$ cat src/rtl/sha1_msg_padder.sv
// SHA-1 message padder: buffers 32-bit big-endian words into 512-bit blocks, appends 0x80/zero/length, replays each block to the core.
// Latency: PAD 15-k cycles after last word at index k, EMIT 16 cycles; in_ready low outside COLLECT, next block waits for core_valid.
module sha1_msg_padder #(
    parameter int CNT_W = 61
) (
    input  logic        clk,
    input  logic        rst,
    input  logic [31:0] in_data,
    input  logic        in_valid,
    output logic        in_ready,
    input  logic        in_last,
    input  logic [2:0]  in_bytes,
    input  logic        core_ready,
    input  logic        core_valid,
    output logic [31:0] out_data,
    output logic        out_start,
    output logic        out_restart,
    output logic        out_final,
    output logic        msg_done,
    output logic        busy
);

    typedef enum logic [2:0] {
        COLLECT,
        PAD,
        WAIT_CORE,
        EMIT,
        WAIT_HASH
    } state_t;

    state_t           state_q;
    logic [4:0]       wi_q;
    logic [3:0]       ri_q;
    logic             first_q;
    logic             pad_done_q;
    logic             len_done_q;
    logic             core_busy_q;
    logic             last_seen_q;
    logic [CNT_W-1:0] cnt_q;
    logic [31:0]      blk_q [16];

    logic [31:0]      out_data_q;
    logic             out_start_q;
    logic             out_restart_q;
    logic             out_final_q;
    logic             msg_done_q;
    logic             busy_q;

    logic             accept;
    logic             blk_we;
    logic [31:0]      blk_d;
    logic [31:0]      coll_word;
    logic [31:0]      pad_word;
    logic [63:0]      len_bits;
    logic [CNT_W-1:0] cnt_d;

    assign in_ready = (state_q == COLLECT) && !wi_q[4];
    assign accept   = in_valid && in_ready;
    assign cnt_d    = cnt_q + CNT_W'(in_bytes);

    // Keep the first in_bytes bytes, drop the 0x80 marker right after them.
    always_comb begin
        coll_word = '0;
        for (int p = 0; p < 4; p++) begin
            if (3'(p) < in_bytes) begin
                coll_word[31-8*p -: 8] = in_data[31-8*p -: 8];
            end else if (3'(p) == in_bytes) begin
                coll_word[31-8*p -: 8] = 8'h80;
            end
        end
    end

    always_comb begin
        len_bits               = '0;
        len_bits[CNT_W+2:0]    = {cnt_q, 3'b000};
    end

    // Length only fits when the marker landed at word 13 or earlier.
    always_comb begin
        pad_word = '0;
        if (!pad_done_q) begin
            pad_word = 32'h8000_0000;
        end else if (wi_q == 5'd14 && !len_done_q) begin
            pad_word = len_bits[63:32];
        end else if (wi_q == 5'd15 && len_done_q) begin
            pad_word = len_bits[31:0];
        end
    end

    assign blk_d  = (state_q == COLLECT) ? coll_word : pad_word;
    assign blk_we = !rst && (accept || (state_q == PAD));

    always_ff @(posedge clk) begin
        if (blk_we) begin
            blk_q[wi_q[3:0]] <= blk_d;
        end
    end

    always_ff @(posedge clk) begin
        if (rst) begin
            state_q       <= COLLECT;
            wi_q          <= '0;
            ri_q          <= '0;
            first_q       <= 1'b1;
            pad_done_q    <= 1'b0;
            len_done_q    <= 1'b0;
            core_busy_q   <= 1'b0;
            last_seen_q   <= 1'b0;
            cnt_q         <= '0;
            out_data_q    <= '0;
            out_start_q   <= 1'b0;
            out_restart_q <= 1'b0;
            out_final_q   <= 1'b0;
            msg_done_q    <= 1'b0;
            busy_q        <= 1'b0;
        end else begin
            msg_done_q <= 1'b0;
            case (state_q)
                COLLECT: begin
                    if (accept) begin
                        wi_q   <= wi_q + 5'd1;
                        cnt_q  <= cnt_d;
                        busy_q <= 1'b1;
                        if (in_bytes < 3'd4) begin
                            pad_done_q <= 1'b1;
                        end
                        if (in_last) begin
                            last_seen_q <= 1'b1;
                            state_q     <= (wi_q == 5'd15) ? WAIT_CORE : PAD;
                        end else if (wi_q == 5'd15) begin
                            state_q <= WAIT_CORE;
                        end
                    end
                end
                PAD: begin
                    wi_q <= wi_q + 5'd1;
                    if (!pad_done_q) begin
                        pad_done_q <= 1'b1;
                    end else if (wi_q == 5'd14 && !len_done_q) begin
                        len_done_q <= 1'b1;
                    end
                    if (wi_q == 5'd15) begin
                        state_q <= WAIT_CORE;
                    end
                end
                WAIT_CORE: begin
                    if (core_ready && !core_busy_q) begin
                        state_q       <= EMIT;
                        ri_q          <= '0;
                        out_data_q    <= blk_q[0];
                        out_restart_q <= first_q;
                        out_start_q   <= !first_q;
                        out_final_q   <= len_done_q;
                    end
                end
                EMIT: begin
                    ri_q <= ri_q + 4'd1;
                    if (ri_q == 4'd15) begin
                        out_data_q    <= '0;
                        out_start_q   <= 1'b0;
                        out_restart_q <= 1'b0;
                        out_final_q   <= 1'b0;
                        core_busy_q   <= 1'b1;
                        first_q       <= 1'b0;
                        wi_q          <= '0;
                        state_q       <= WAIT_HASH;
                    end else begin
                        out_data_q <= blk_q[ri_q + 4'd1];
                    end
                end
                WAIT_HASH: begin
                    if (core_valid) begin
                        core_busy_q <= 1'b0;
                        if (len_done_q) begin
                            msg_done_q  <= 1'b1;
                            busy_q      <= 1'b0;
                            cnt_q       <= '0;
                            pad_done_q  <= 1'b0;
                            len_done_q  <= 1'b0;
                            last_seen_q <= 1'b0;
                            first_q     <= 1'b1;
                            state_q     <= COLLECT;
                        end else if (last_seen_q) begin
                            state_q <= PAD;
                        end else begin
                            state_q <= COLLECT;
                        end
                    end
                end
                default: state_q <= COLLECT;
            endcase
        end
    end

    assign out_data    = out_data_q;
    assign out_start   = out_start_q;
    assign out_restart = out_restart_q;
    assign out_final   = out_final_q;
    assign msg_done    = msg_done_q;
    assign busy        = busy_q;

endmodule

$ cat config.mk
export PLATFORM = sky130hd
export DESIGN_NAME = sha1_msg_padder
export DESIGN_NICKNAME = d
export VERILOG_FILES = /design/src/rtl/sha1_msg_padder.sv
export SDC_FILE = /design/constraint.sdc
export NUM_CORES = 1
export LEC_CHECK = 0
export ABC_AREA = 1
export BUFFER_PORTS_ARGS = -buffer_cell sky130_fd_sc_hd__buf_2
export CAP_MARGIN = 5
export CORE_MARGIN = 4
export CORE_UTILIZATION = 25
export CTS_BUF_LIST = sky130_fd_sc_hd__clkbuf_4 sky130_fd_sc_hd__clkbuf_8
export DETAILED_ROUTE_END_ITERATION = 12
export PLACE_DENSITY = 0.38
export SETUP_SLACK_MARGIN = 0.3
export SLEW_MARGIN = 20
export SYNTH_ARGS = -nofsm -noshare
export SYNTH_HDL_FRONTEND = slang
export SYNTH_SLANG_ARGS = --single-unit
$ cat constraint.sdc
create_clock -name clk -period 4.45 [get_ports clk]
set_input_delay 0.445 -clock clk [delete_from_list [all_inputs] [get_ports clk]]
set_output_delay 0.445 -clock clk [all_outputs]
set_load 0.05 [all_outputs]
# Word level (Yosys, flattened, before mapping)
# Memory sizes are Yosys's and may differ from the RTL's.
# Cells that the tools add are included.
[word_totals] reg_bits=115 ramBits=512 in_bits=41 output_inout_bits=38 memories=1
[mem_list] memory="blk_q" depth=16 word_bits=32 read_ports=2 rd_clocked_by_memory_dff=0 wr=1 line="40" source="logic [31:0] blk_q [16];"
[classes] n_addsub=3 order_cmp=5 n_eq_ne=19 muxes=63 bitwise=2 reduce_logical=31
[ops] op="$mux 32" n=6
[ops] op="$mux 61" n=3
[ops] op="$pmux 61 s2" n=1
[ops] op="$mux 8" n=8
[ops] op="$pmux 32 s2" n=1
[ops] op="$add 61x3->61" n=1
[ops] op="$mux 1" n=22
[ops] op="$mux 3" n=6
[ops] op="$ne 2x2->1 const B" n=8
[ops] op="$pmux 1 s2" n=8
[ops] op="$reduce_and 4->1" n=4
[ops] op="$pmux 3 s5" n=1
[ops] op="$pmux 5 s3" n=1
[ops] op="$eq 5x4->1 const B" n=2
[ops] op="$mux 5" n=2
[ops] op="$reduce_and 5->1" n=2
[ops] op="$reduce_and 3->1" n=3
[ops] op="$pmux 4 s2" n=1
[ops] op="$reduce_bool 2->1" n=4
[ops] op="$eq 2x3->1 const A" n=2
[ops] op="$eq 3x2->1 const B" n=2
[ops] op="$logic_and 1x1->1" n=6
[ops] op="$logic_not 3->1" n=2
[ops] op="$lt 1x3->1 const A" n=2
[ops] op="18 further kinds" n=25

# Depth between registers and ports, before layout
# Gate-level depths: netlist of run 1.
[logic_depth] word_depth=7 ltp_mapped=12 mapped_depth_nobuf=12

# Worst setup path before layout of run 1
# OpenSTA, ideal clock, no wires.
[synth_timing] path_kind="register to register" startpoint="register state_q[2]" endpoint="memory blk_q[0][0] (enable)" t_arrival_ns=2.628 required_time_ns=4.029 path_slack_ns=1.401 stages_incl_launch_ff=7 n_path_buf=1 period_less_slack_ns=3.049 path_cell_list="dfxtp_1 nor2_2 nand4_2 buf_6 a21oi_1 nand2_1 nor2_1"
[synth_via] elab_chain_len=7
[synth_lines] element="start, declared" line="31" source="state_t state_q;"
[synth_lines] element="start signal, assigned" line="129" source="state_q <= (wi_q == 5'd15) ? WAIT_CORE : PAD;"
[synth_lines] element="$logic_not 3->1" line="57" source="assign in_ready = (state_q == COLLECT) && !wi_q[4];"
[synth_lines] element="$logic_and 1x1->1" line="57"
[synth_lines] element="$logic_and 1x1->1" line="58" source="assign accept = in_valid && in_ready;"
[synth_lines] element="$logic_or 1x1->1 *" line="91" source="assign blk_we = !rst && (accept || (state_q == PAD));"
[synth_lines] element="$logic_and 1x1->1 *" line="91"
[synth_lines] element="$mux 1 *" line="94" source="if (blk_we) begin"
[synth_lines] element="$mux 1 (not written as such) *" line="95" source="blk_q[wi_q[3:0]] <= blk_d;"
[synth_lines] element="end, declared" line="40"
# Every way passes the cells marked *; elsewhere a longest branch is shown, timed or not.

# Worst setup path after layout of run 1
[layout_timing] startpoint="register wi_q[3]" endpoint="memory blk_q[2][30], data pin"
[layout_via] elab_chain_len=6
[layout_lines] element="start, declared" line="32" source="logic [4:0] wi_q;"
[layout_lines] element="start signal, assigned" line="121" source="wi_q <= wi_q + 5'd1;"
[layout_lines] element="start signal, assigned" line="136" source="wi_q <= wi_q + 5'd1;"
[layout_lines] element="$eq 5x4->1" line="85" source="end else if (wi_q == 5'd15 && len_done_q) begin"
[layout_lines] element="$logic_and 1x1->1" line="85"
[layout_lines] element="$mux 32" line="85"
[layout_lines] element="$mux 32 *" line="83" source="end else if (wi_q == 5'd14 && !len_done_q) begin"
[layout_lines] element="$mux 32 *" line="81" source="if (!pad_done_q) begin"
[layout_lines] element="$mux 32 *" line="90" source="assign blk_d = (state_q == COLLECT) ? coll_word : pad_word;"
[layout_lines] element="net blk_d[30]" line="51" source="logic [31:0] blk_d;"
# Mark *: on every way through the listed nets, which the timed path passes. The rest lies on a longest branch.

==> flow_metrics.py, run 1 <==
metrics = {
    "cts": {
        "cts_buffers": 113,
        "cts_sinks": 627,
        "cts_tree": "built",
        "clk-insertion-delay-late_ps": 750,
        "cts_root_buf": "clkbuf_8",
        "post_cts_buffers": 0,
        "post_cts_resize_count": 0,
        "cts_buffer_depth": 3,
        "cts_hold_buf": 0,
        "clk_pin_slew_ps": 60,
        "htreeDepth": 3,
    },
    "finish": {
        "drive_gt1_share_pct": 13.32,
        "syn2layout_area_growth_pct": 17.44,
        "nets": 3036,
        "final_core_util_pct": 29.77,
    },
    "yosys": {
        "avgSynthCellArea_sq_um": 9.672,
        "synth_seq_cells": 627,
        "syn_inst": 2869,
        "yosys_warnings": 0,
        "async_flop_share_pct": 0,
        "ys_top_cells_by_area": "edfxtp_1 55%, nand2_1 9.3%, dfxtp_1 8.3%, nor2_1 5.5%, nand3_1 4.9%",
        "ys_types": 45,
        "synth_edf_count": 512,
        "syn_nets": 2920,
        "synth_top_cell_by_area": "edfxtp_1",
        "yosys.area.top_type_share_pct": 55.41,
        "ys.flop_type": "edfxtp_1",
        "syn-cell-area_sq_um": 27750,
        "ys_seq_area_share_pct": 63.70,
    },
    "floorplanning": {
        "rows": 121,
        "io_pins": 79,
        "dieArea_sq_um": 116400,
        "coreArea_sq_um": 109500,
        "die_h_um": 341.2,
        "die-width_um": 341.2,
        "initial_core_util_pct": 25.35,
    },
    "detailed_routing": {
        "top_layer": "met4",
        "first_iter_violations": 1701,
        "wl_met2_um": 44850,
        "drtAntennaViolNets": 0,
        "dr_total_vias": 21330,
        "met1Wirelength_um": 46690,
        "wl_met3_um": 5292,
        "vias_per_cell": 4.673,
        "wl_per_cell_um": 21.67,
        "drc_errors": 0,
        "routed_wl_um": 98920,
        "drt-pass1-iter-count": 5,
    },
    "sta": {
        "hold_ws_ps": 144.2,
        "tightest_slew_ps": 1087,
        "final-hold-violation-count": 0,
        "fmax_ghz": 0.2972,
        "rsz0062_at_grt": "false",
        "timing.setup.tns_ps": 0,
        "relSlewSlack_pct": 27.57,
        "min_period_ps": 3365,
        "fin_crit_sh_pct": 75.61,
        "skew_ps": 34.83,
        "finalSetupViolations": 0,
        "slew_violations": 0,
    },
    "status": {
        "status": "finished, final reports clean",
    },
    "pwr": {
        "power_density_nw_per_um2": 505.4,
        "peakVddDrop_mv": 0.2320,
        "power.leakage_nw": 11.67,
    },
    "placed_design": {
        "dpl.hpwl_um": 60640,
        "routabilityCongestion": 0.8896,
        "port_buffers": 78,
    },
    "grt": {
        "grt_use_total_pct": 16.62,
        "grt_pass1_wl_um": 144300,
        "grt_overflow_total": 0,
        "first_global_vias": 21020,
        "antenna_found_initial": 5,
        "grt_max_degree": 177,
    },
    "setup_path": {
        "r2r_setup_slack_ps": 1090,
        "worstPathArrival_ps": 3740,
        "setup.worst_path.class": "flop to flop",
        "worstSetupStartpointType": "flop",
        "worstPathRequired_ps": 4830,
        "reg2reg_depth": 9,
        "cp-startpoint": "wi_q[3]",
        "r2r-start": "wi_q[3]",
        "end_kind": "flop",
        "reg2reg_to": "blk_q[2][30]",
        "cp_max_fo": 16,
    },
    "min_path": {
        "hp-start": "core_valid",
        "holdPathEnd": "len_done_q",
        "min_path_cells": 4,
        "hold_class": "input port to flop",
    },
    "job": {
        "cap_violations": 0,
    },
}
-- kinds of logic after synthesis --
kind of cell	after synthesis	share of synthesized area (%)
buffers and inverters	340	5.091
XOR/XNOR	5	0.1578
flip-flops	627	63.70
AO/OA/AOI/OAI	459	9.392
adder cells (fa/ha/maj)	10	0.4780
AND/OR/NAND/NOR	1428	21.18
-- metal layers --
metal / up-vias / GRT usage, %
li1: 10090 / -
met1: 10500 / 23.71
met2: 607 / 26.38
met3: 138 / 2.689
met4: 0 / 4.018
met5: - / 0
-- flip-flops by register name, summed over array words and instances (netlist names) --
signal and cells:
blk_q 512, cnt_q 61, out_data 32, wi_q 5, ri_q 4, state_q 3
busy 1, core_busy_q 1, first_q 1, last_seen_q 1, len_done_q 1, msg_done 1
out_final 1, out_restart 1, out_start 1, pad_done_q 1
-- placed cells by master, fill, tap and decap left out, types with 21 or more instances in the layout --
master,count
a21oi_1,130
buf_2,78
buf_4,59
clkbuf_4,48
clkbuf_8,133
dfxtp_1,114
edfxtp_1,512
inv_1,177
nand2_1,691
nand3_1,273
nand4_1,21
nor2_1,392
o211ai_1,82
o21ai_0,185
o21ai_1,23
-- synthesized netlist by cell type (7+ instances only) --
master    instances
o21ai_1           7
nand4_1          21
buf_1             9
nor2_1          408
nand3_1         273
nor3_1            8
edfxtp_1        512
inv_2            10
a21oi_1         130
dfxtp_1         115
inv_1           180
o21ai_0         206
a22oi_1           7
clkbuf_1         61
o211ai_1         82
ha_1              9
buf_2            70
nor2_2            8
nand2_1         691
-- critical path: stages, from the launching register on --
cell and delay, ps:
dfxtp_1 390, nand2_1 290, nor2_1 190, ha_1 200
nand2_1 330, inv_1 530, nand2_1 100, nand2_1 90
o21ai_0 80, o21ai_1 810
-- metrics by stage --
stage,instances,total power (W),instance area [sq um],setup WS (ps)
floorplan,2869,0.009423,27750,1401
global placement,4345,0.01083,30130,1249
detailed placement,4345,0.01084,30130,1121
CTS,4560,0.01670,32560,1102
global route,4562,0.01727,32580,780.6
finish,4564,0.01647,32590,1085
-- power breakdown --
group / internal, W / total [W] / leakage, nW / switching (W)
logic: 0.000781 / 0.00343 / 4.74 / 0.00265
clock network: 0.00324 / 0.00578 / 1.31 / 0.00254
registers: 0.00703 / 0.00726 / 5.62 / 0.000227
-- layout make-up --
cell class	count	area (sq um)
Fill cell	11440	76870
Timing Repair Buffer	149	1061
Antenna cell	3	7.507
Inverter	192	729.5
Clock buffer	180	2183
Clock inverter	35	244.0
Sequential cell	627	17680
Multi-Input combinational cell	1902	8836
Tap cell	1476	1847
-- how the worst max path moves through the flow --
stage / end / slack, ps / cells after the start
finish: blk_q[2][30] / 1090 / 9
global route: blk_q[15][30] / 780 / 9
CTS: blk_q[15][30] / 1100 / 9
detailed placement: blk_q[15][30] / 1120 / 9
global placement: blk_q[3][3] / 1250 / 9
floorplan: blk_q[0][0] / 1400 / 6
Note: power is estimated with default switching activity, not from simulation.
==> inputs of run 2 (changes only) <==
Settings changed: PLACE_DENSITY 0.38 to 0.39.
Clock period 4.45 ns to 2.7 ns, I/O delays scaled along.
==> run 2 against run 1 <==
Clock skew up 9.1 ps; worst hold slack got worse by 45 ps; clock power is 66% higher; combinational power is 70% higher; die area unchanged; largest power group unchanged; design area increased by 1.9%; power grew 66%; highest routed layer unchanged; non-clock buffer count up 48.
==> flow_metrics.py, run 2 (synthesis results as in run 1) <==
metrics = {
    "finish": {
        "layout_commonest_cell": "nand2_1",
        "nets": 3084,
        "drive_gt1_share_pct": 14.74,
        "layout.cells.most_common_list": "691 x nand2_1, 512 x edfxtp_1, 389 x nor2_1",
        "largest_reg_flops": 512,
        "syn2layout_area_growth_pct": 19.68,
    },
    "setup_path": {
        "crit_chain": "nor2_2, nand2_2, nor2_1, nand2_1, o21ai_1, buf_4",
        "worstSetupStartpointType": "flop",
        "slowest_stage": "nor2_1",
        "setup.worst_path.class": "flop to flop",
        "end_kind": "flop",
        "cp_max_fo": 16,
        "worstPathRequired_ps": 3250,
        "worstPathArrival_ps": 2920,
        "critPathMaxStageDelay_ps": 610,
    },
    "cts": {
        "cts_buffers": 113,
        "cts_tree": "built",
        "clk_pin_slew_ps": 70,
        "clk-insertion-delay-late_ps": 760,
        "htreeDepth": 3,
        "cts_sinks": 627,
        "cts_buffer_depth": 3,
        "cts_root_buf": "clkbuf_8",
    },
    "pwr": {
        "power.total_w": 0.02731,
        "power_density_nw_per_um2": 822.3,
        "peakVddDrop_mv": 0.3674,
        "power.leakage_nw": 12.01,
    },
    "floorplanning": {
        "dieArea_sq_um": 116400,
        "initial_core_util_pct": 25.35,
        "die-width_um": 341.2,
        "rows": 121,
        "die_h_um": 341.2,
        "io_pins": 79,
        "coreArea_sq_um": 109500,
    },
    "grt": {
        "grt_max_degree": 167,
        "first_global_vias": 20740,
        "grt_overflow_total": 0,
        "antenna_found_initial": 6,
        "grt_pass1_wl_um": 140900,
        "grt_use_total_pct": 16.34,
    },
    "sta": {
        "timing.setup.tns_ps": 0,
        "fin_crit_sh_pct": 88.07,
        "min_period_ps": 2378,
        "rsz0062_at_grt": "true",
        "relSlewSlack_pct": 43.59,
        "hold_ws_ps": 99.29,
        "skew_ps": 43.88,
        "final-hold-violation-count": 0,
        "fmax_ghz": 0.4205,
        "tightest_slew_ps": 846.1,
        "finalSetupViolations": 0,
        "slew_violations": 0,
    },
    "placed_design": {
        "routabilityCongestion": 0.9008,
        "dpl.hpwl_um": 60340,
        "port_buffers": 78,
    },
    "detailed_routing": {
        "vias_per_cell": 4.630,
        "drc_errors": 0,
        "routed_wl_um": 97110,
        "first_iter_violations": 1549,
        "drt-pass1-iter-count": 5,
        "drtAntennaViolNets": 0,
        "wl_per_cell_um": 21.06,
        "dr_total_vias": 21350,
    },
    "status": {
        "status": "finished, final reports clean",
    },
    "min_path": {
        "hold_class": "input port to flop",
    },
    "job": {
        "cap_violations": 0,
    },
}
run 2: final timing paths:
check        slack [ps]         from  cells past startpoint           end
min                 100  in_bytes[1]                      4      cnt_q[1]
min reg2reg         470  last_seen_q                      2   last_seen_q
max reg2reg         320   state_q[0]                      6  blk_q[13][4]
max                 320   state_q[0]                      6  blk_q[13][4]
run 2: metal layers:
metal  GRT usage [%]  up-vias  part of all wire [%]
met1           22.23    10400                    46
li1                -    10180                     -
met2           26.47      604                    46
met4           5.151        0                   2.9
met3           2.889      169                   5.2
met5               0        -                     0
run 2: area by class of cell:
class | count | area [sq um]
Timing Repair Buffer | 197 | 1634
Fill cell | 11430 | 76250
Sequential cell | 627 | 17680
Inverter | 192 | 732.0
Clock buffer | 169 | 2113
Tap cell | 1476 | 1847
Multi-Input combinational cell | 1902 | 8850
Antenna cell | 2 | 5.005
Clock inverter | 47 | 344.1
run 2: timing repair:
| action | CTS | global route |
|---|---|---|
| buffers inserted | 1 | 3 |
| cloned | 0 | 1 |
| pin swaps | 1 | 2 |
| hold buffers | 5 | 0 |
| hold endpoints to repair | 22 | 0 |
| endpoints found under the setup margin | 90 | 379 |
| resized for setup | 8 | 23 |
run 2: worst max-delay path, delay by kind of cell, from the launching register on:
kind                   cells  cell delay, ps
AND/OR/NAND/NOR            4            1260
flip-flops                 1             400
buffers and inverters      1             270
AO/OA/AOI/OAI              1             220
run 2: where the power goes:
part,switching [W],internal [W]
Clock,0.00423,0.00534
Sequential,0.000337,0.0116
Combinational,0.00432,0.00150
Total,0.00889,0.0184
run 2: metrics by stage:
step           area, sq um  std cells  util, %  setup slack, ps
3_3_place_gp         30580       4384    27.94            335.3
5_1_grt              33210       4612    30.34            219.0
4_1_cts              33120       4606    30.26            225.3
3_5_place_dp         30580       4384    27.94            272.8
6_report             33210       4612    30.34            322.0
2_1_floorplan        27790       2869        -            129.5
